<file path="src/rtl/genius_controller_pkg.sv">
// Shared types for the Genius game controller: state encoding and the control-output bundle.
// The state values are fixed so that the datapath and benches can decode them directly.
package genius_controller_pkg;

  localparam int unsigned StateWidth = 3;

  typedef enum logic [StateWidth-1:0] {
    StInit   = 3'd0,
    StSetup  = 3'd1,
    StSeq    = 3'd2,
    StWait   = 3'd3,
    StPlay   = 3'd4,
    StCheck  = 3'd5,
    StNext   = 3'd6,
    StResult = 3'd7
  } state_e;

  typedef struct packed {
    logic r1;
    logic r2;
    logic e1;
    logic e2;
    logic e3;
    logic e4;
    logic sel;
  } ctrl_t;

  // Moore decode: every control not named for a state stays low.
  function automatic ctrl_t decode_ctrl(state_e st);
    ctrl_t c;
    c = '0;
    case (st)
      StInit:   begin c.r1 = 1'b1; c.r2 = 1'b1; end
      StSetup:  c.e1 = 1'b1;
      StSeq:    c.e3 = 1'b1;
      StPlay:   c.e2 = 1'b1;
      StNext:   begin c.r2 = 1'b1; c.e4 = 1'b1; end
      StResult: c.sel = 1'b1;
      default:  c = '0;
    endcase
    return c;
  endfunction

endpackage

</file>
<file path="src/rtl/genius_controller_if.sv">
// Controller <-> datapath bundle: ENTER button and status flags in, counter/enable/select out.
// master = controller side, slave = datapath side.
interface genius_controller_if;
  logic KEY0_N;
  logic end_FPGA;
  logic end_User;
  logic end_time;
  logic win;
  logic match;
  logic R1;
  logic R2;
  logic E1;
  logic E2;
  logic E3;
  logic E4;
  logic SEL;

  modport master (
    input  KEY0_N, end_FPGA, end_User, end_time, win, match,
    output R1, R2, E1, E2, E3, E4, SEL
  );

  modport slave (
    output KEY0_N, end_FPGA, end_User, end_time, win, match,
    input  R1, R2, E1, E2, E3, E4, SEL
  );
endinterface

</file>
<file path="src/rtl/key_edge_sync.sv">
// Synchronizes an active-low asynchronous button and emits a one-cycle registered pulse
// on each press; a held button yields a single pulse.
module key_edge_sync #(
  parameter int unsigned SYNC_STAGES = 2
) (
  input  logic clk,
  input  logic rst,
  input  logic key_n,
  output logic pulse
);

  logic [SYNC_STAGES-1:0] sync_q;
  logic                   prev_q;
  logic                   pulse_q;

  // Chain carries the inverted level so a cleared chain means "not pressed".
  always_ff @(posedge clk or posedge rst) begin
    if (rst) begin
      sync_q  <= '0;
      prev_q  <= 1'b0;
      pulse_q <= 1'b0;
    end else begin
      sync_q  <= {sync_q[SYNC_STAGES-2:0], ~key_n};
      prev_q  <= sync_q[SYNC_STAGES-1];
      pulse_q <= sync_q[SYNC_STAGES-1] & ~prev_q;
    end
  end

  assign pulse = pulse_q;

endmodule

</file>
<file path="src/rtl/genius_controller.sv">
// Control FSM for the Genius (Simon) datapath. Build with GENIUS_TIMEOUT_EN defined to let
// end_time in PLAY end the game as a loss; otherwise end_time is ignored.
module genius_controller
  import genius_controller_pkg::*;
#(
  parameter int unsigned SYNC_STAGES = 2,
  parameter int unsigned GAP_CYCLES  = 25_000_000
) (
  input logic                 CLOCK_50,
  input logic                 RESET,
  genius_controller_if.master bus
);

  localparam int unsigned GapWidth = $clog2(GAP_CYCLES + 1);

  state_e              state_q;
  logic [GapWidth-1:0] gap_q;
  logic                enter_p;
  ctrl_t               ctrl;

  key_edge_sync #(
    .SYNC_STAGES (SYNC_STAGES)
  ) u_enter_sync (
    .clk   (CLOCK_50),
    .rst   (RESET),
    .key_n (bus.KEY0_N),
    .pulse (enter_p)
  );

`ifndef GENIUS_TIMEOUT_EN
  logic unused_end_time;
  assign unused_end_time = bus.end_time;
`endif

  always_ff @(posedge CLOCK_50 or posedge RESET) begin
    if (RESET) begin
      state_q <= StInit;
      gap_q   <= '0;
    end else begin
      case (state_q)
        StInit:  state_q <= StSetup;
        StSetup: if (enter_p) state_q <= StSeq;
        StSeq: begin
          if (bus.end_FPGA) begin
            state_q <= StWait;
            gap_q   <= GapWidth'(GAP_CYCLES - 1);
          end
        end
        // Counter reaches zero in the last pause cycle, so WAIT spans GAP_CYCLES cycles.
        StWait: begin
          if (gap_q == '0) state_q <= StPlay;
          else             gap_q   <= gap_q - GapWidth'(1);
        end
        StPlay: begin
          if (bus.end_User) state_q <= StCheck;
`ifdef GENIUS_TIMEOUT_EN
          else if (bus.end_time) state_q <= StResult;
`endif
        end
        StCheck:  state_q <= (bus.match && !bus.win) ? StNext : StResult;
        StNext:   state_q <= StSeq;
        StResult: if (enter_p) state_q <= StInit;
        default:  state_q <= StInit;
      endcase
    end
  end

  assign ctrl    = decode_ctrl(state_q);
  assign bus.R1  = ctrl.r1;
  assign bus.R2  = ctrl.r2;
  assign bus.E1  = ctrl.e1;
  assign bus.E2  = ctrl.e2;
  assign bus.E3  = ctrl.e3;
  assign bus.E4  = ctrl.e4;
  assign bus.SEL = ctrl.sel;

endmodule

</file>
<file path="src/flat_wrapper.sv">
// flat-port wrapper written by rule: the top's interface ports become plain ports
module genius_controller_flat import genius_controller_pkg::*;
#(
  parameter int unsigned SYNC_STAGES = 2,
  parameter int unsigned GAP_CYCLES  = 25_000_000
)
  (CLOCK_50, RESET, bus_KEY0_N, bus_end_FPGA, bus_end_User, bus_end_time, bus_win, bus_match, bus_R1, bus_R2, bus_E1, bus_E2, bus_E3, bus_E4, bus_SEL);
  genius_controller_if bus_i ();
  input logic CLOCK_50;
  input logic RESET;
  input wire logic [$bits(bus_i.KEY0_N)-1:0] bus_KEY0_N;
  input wire logic [$bits(bus_i.end_FPGA)-1:0] bus_end_FPGA;
  input wire logic [$bits(bus_i.end_User)-1:0] bus_end_User;
  input wire logic [$bits(bus_i.end_time)-1:0] bus_end_time;
  input wire logic [$bits(bus_i.win)-1:0] bus_win;
  input wire logic [$bits(bus_i.match)-1:0] bus_match;
  output wire logic [$bits(bus_i.R1)-1:0] bus_R1;
  output wire logic [$bits(bus_i.R2)-1:0] bus_R2;
  output wire logic [$bits(bus_i.E1)-1:0] bus_E1;
  output wire logic [$bits(bus_i.E2)-1:0] bus_E2;
  output wire logic [$bits(bus_i.E3)-1:0] bus_E3;
  output wire logic [$bits(bus_i.E4)-1:0] bus_E4;
  output wire logic [$bits(bus_i.SEL)-1:0] bus_SEL;
  assign bus_i.KEY0_N = bus_KEY0_N;
  assign bus_i.end_FPGA = bus_end_FPGA;
  assign bus_i.end_User = bus_end_User;
  assign bus_i.end_time = bus_end_time;
  assign bus_i.win = bus_win;
  assign bus_i.match = bus_match;
  assign bus_R1 = bus_i.R1;
  assign bus_R2 = bus_i.R2;
  assign bus_E1 = bus_i.E1;
  assign bus_E2 = bus_i.E2;
  assign bus_E3 = bus_i.E3;
  assign bus_E4 = bus_i.E4;
  assign bus_SEL = bus_i.SEL;
  genius_controller #(.SYNC_STAGES(SYNC_STAGES), .GAP_CYCLES(GAP_CYCLES)) u_core (.CLOCK_50(CLOCK_50), .RESET(RESET), .bus(bus_i));
endmodule
</file>
<file path="config.mk">
export PLATFORM = sky130hd
export DESIGN_NAME = genius_controller_flat
export DESIGN_NICKNAME = d
export VERILOG_FILES = /design/src/rtl/genius_controller_pkg.sv /design/src/rtl/genius_controller_if.sv /design/src/rtl/key_edge_sync.sv /design/src/rtl/genius_controller.sv /design/src/flat_wrapper.sv
export SDC_FILE = /design/constraint.sdc
export NUM_CORES = 1
export LEC_CHECK = 0
export ABC_CLOCK_PERIOD_IN_PS = 3300
export CAP_MARGIN = 40
export CORE_MARGIN = 10
export CORE_UTILIZATION = 56
export DETAILED_ROUTE_END_ITERATION = 10
export GPL_TIMING_DRIVEN = 1
export PLACE_DENSITY = 0.78
export SKIP_CTS_REPAIR_TIMING = 1
export SLEW_MARGIN = 20
export SYNTH_ARGS = -nofsm -noshare
export SYNTH_HDL_FRONTEND = slang
export SYNTH_SLANG_ARGS = --single-unit
</file>
<file path="constraint.sdc">
create_clock -name CLOCK_50 -period 3.3 [get_ports CLOCK_50]
set_clock_uncertainty 0.1 [all_clocks]
set_input_delay 0.66 -clock CLOCK_50 [delete_from_list [all_inputs] [get_ports CLOCK_50]]
set_output_delay 0.66 -clock CLOCK_50 [all_outputs]
set_load 0.01 [all_outputs]
</file>
==> impl_metrics.ini <==
[die]
die_w_um = 75.9
pin_count = 15
rows = 20
initial_utilization_pct = 57.7
die_area_sq_mm = 0.00575
coreArea_sq_mm = 0.00303
chipHeight_um = 75.9

[sta]
slew_headroom_pct = 58.6
fin_crit_ps = 2610
setup_tns_ps = 0
rsz0062_at_grt = false
slew_violations = 0
worst_pin_slew_ps = 621
hold_viol_final = 0
finalCritPeriodShare_pct = 79.1
fmax_mhz = 383
fin_ws_ps = 690
final-setup-viol-count = 0

[layout]
final_cell_mix = dfrtp_1 (32), nand2_1 (22), nor2_1 (16)
final_common_cell = dfrtp_1
finalInstanceArea_sq_mm = 0.00195
drive_gt1_share_pct = 8.54
nets = 208
antenna_cells = 0
syn2layout_area_growth_pct = 11.9

[yosys]
synthesis.nets = 195
synth_edf_count = 0
avgSynthCellArea_sq_um = 9.44
yosysWarnings = 0
ys_seq_elements = 32
syn_area_sq_mm = 0.00175
yosys.cell_types.count = 44
synthArstFlopShare_pct = 100
yosysSeqAreaShare_pct = 45.8
syn_inst = 185
ys.flop_type = dfrtp_1

[grt]
grt_pass1_wl_mm = 6.67
grt_usage_pct = 15.1
grt.overflow.total = 0
grt_max_degree = 19
antenna_found_initial = 0
grt_pass1_vias = 1459

[cts]
cts_htree_levels = 2
cts_sinks = 32
cts_tree = done
cts_root_buf = clkbuf_4
path_clk_slew_ps = 100
cts_max_path_buffers = 2
clock_latency_ps = 330
cts_buffers = 5

[setup_path]
cp_max_fo = 10
startpoint_type = flip-flop
critPathArrivalTime_ps = 1850
required_ps = 2540
r2r-start = u_core.gap_q[0]$_DFFE_PP0P_
end_kind = output pin
cp-startpoint = u_core.state_q[0]$_DFFE_PP0P_
critPathKind = reg2out

[status]
status = finished clean

[routing]
drc = 0
drt_first_pass_iters = 4
drt-wirelength-per-cell_um = 16.2
viasPerCell = 5.97
ant_nets = 0
drt_iter0_drc = 162
via_count = 1450
drt-total-wl_mm = 3.94

[pwr]
p_per_area_mw_per_mm2 = 483
p_leak_nw = 0.739
ir_worst_vdd_v = 0.000299
power_mw = 0.944

[placed_design]
port_buffers = 13
dp_hpwl_mm = 2.75
gp_congestion = 0.914
place_area_sq_mm = 0.00190
post-place-ws_ps = 982

[worst_hold_path]
hp-class = reg2reg
hold_start = u_core.u_enter_sync.sync_q[0]$_DFF_PP0_

[flow_run]
drv_cap = 0
[layout make-up]
class	instances	area, sq um
fill	263	1070
inverter	8	30.0
clock buffer	8	58.8
sequential	32	801
multi-input combinational	137	872
tap	44	55.1
timing repair buffer	14	138
[logic make-up after synthesis]
group / share of synthesized area [%]
fa+ha+maj: 1.43
compound gates: 11.5
simple gates: 27.7
flops: 45.8
xor+xnor: 7.02
mux: 2.29
buf+inv: 4.23
[worst max-delay path, cell delays in order, from the launching register on]
cell	delay, ps
dfrtp_1	480
inv_1	170
nand2_1	130
o22ai_1	170
clkdlybuf4s50_1	560
[flip-flops by register name, summed over array words and instances (netlist names)]
name                        flops
u_core.gap_q                   25
u_core.u_enter_sync.sync_q      2
u_core.u_enter_sync.prev_q      1
u_core.u_enter_sync.pulse       1
u_core.state_q                  3
[cell usage after synthesis, drive strengths merged, types with 2 or more instances]
master | count | share of area, %
o21ai | 8 | 2.9
or4 | 2 | 1.3
nor3 | 14 | 4.3
and3 | 5 | 1.8
nand4b | 2 | 1.0
nand4 | 9 | 3.6
mux2i | 4 | 2.3
nand2 | 22 | 4.7
o211ai | 2 | 0.86
and4 | 2 | 1.0
nor4 | 4 | 1.8
nor2 | 16 | 3.4
a2111oi | 2 | 1.7
clkbuf | 2 | 0.43
buf | 6 | 2.1
o22ai | 2 | 0.72
ha | 2 | 1.4
xor2 | 11 | 5.5
nand3 | 5 | 1.4
nor2b | 2 | 0.72
inv | 7 | 1.5
xnor2 | 3 | 1.5
nor4b | 2 | 1.0
a21oi | 8 | 2.5
dfrtp | 32 | 46
[path summary, 6_finish.rpt]
path	slack, ps	cells past startpoint	to
max	690	4	bus_R2
min	260	0	u_core.u_enter_sync.sync_q[1]$_DFF_PP0_
max reg2reg	910	7	u_core.gap_q[20]$_DFFE_PP0P_
min reg2reg	260	0	u_core.u_enter_sync.sync_q[1]$_DFF_PP0_
max in group asynchronous	1860	3	u_core.gap_q[8]$_DFFE_PP0P_
min in group asynchronous	590	2	u_core.gap_q[10]$_DFFE_PP0P_
[power breakdown]
group	internal, mW	switching, mW
logic	0.0889	0.135
clock network	0.105	0.129
registers	0.429	0.0564
[metal layers]
layer,vias to the layer above,global-route usage (%),routed length [um]
met5,-,0,0
met1,708,17.4,1690
li1,695,-,-
met3,9,3.65,206
met4,0,7.63,83
met2,38,25.4,1960
[through the flow]
stage	std cells	hold slack [ps]	utilization, %
floorplan	185	231	-
global placement	235	233	62.6
detailed placement	235	238	62.6
CTS	243	260	64.5
global route	243	279	64.5
finish	243	258	64.5
Note: power is estimated with default switching activity, not from simulation.
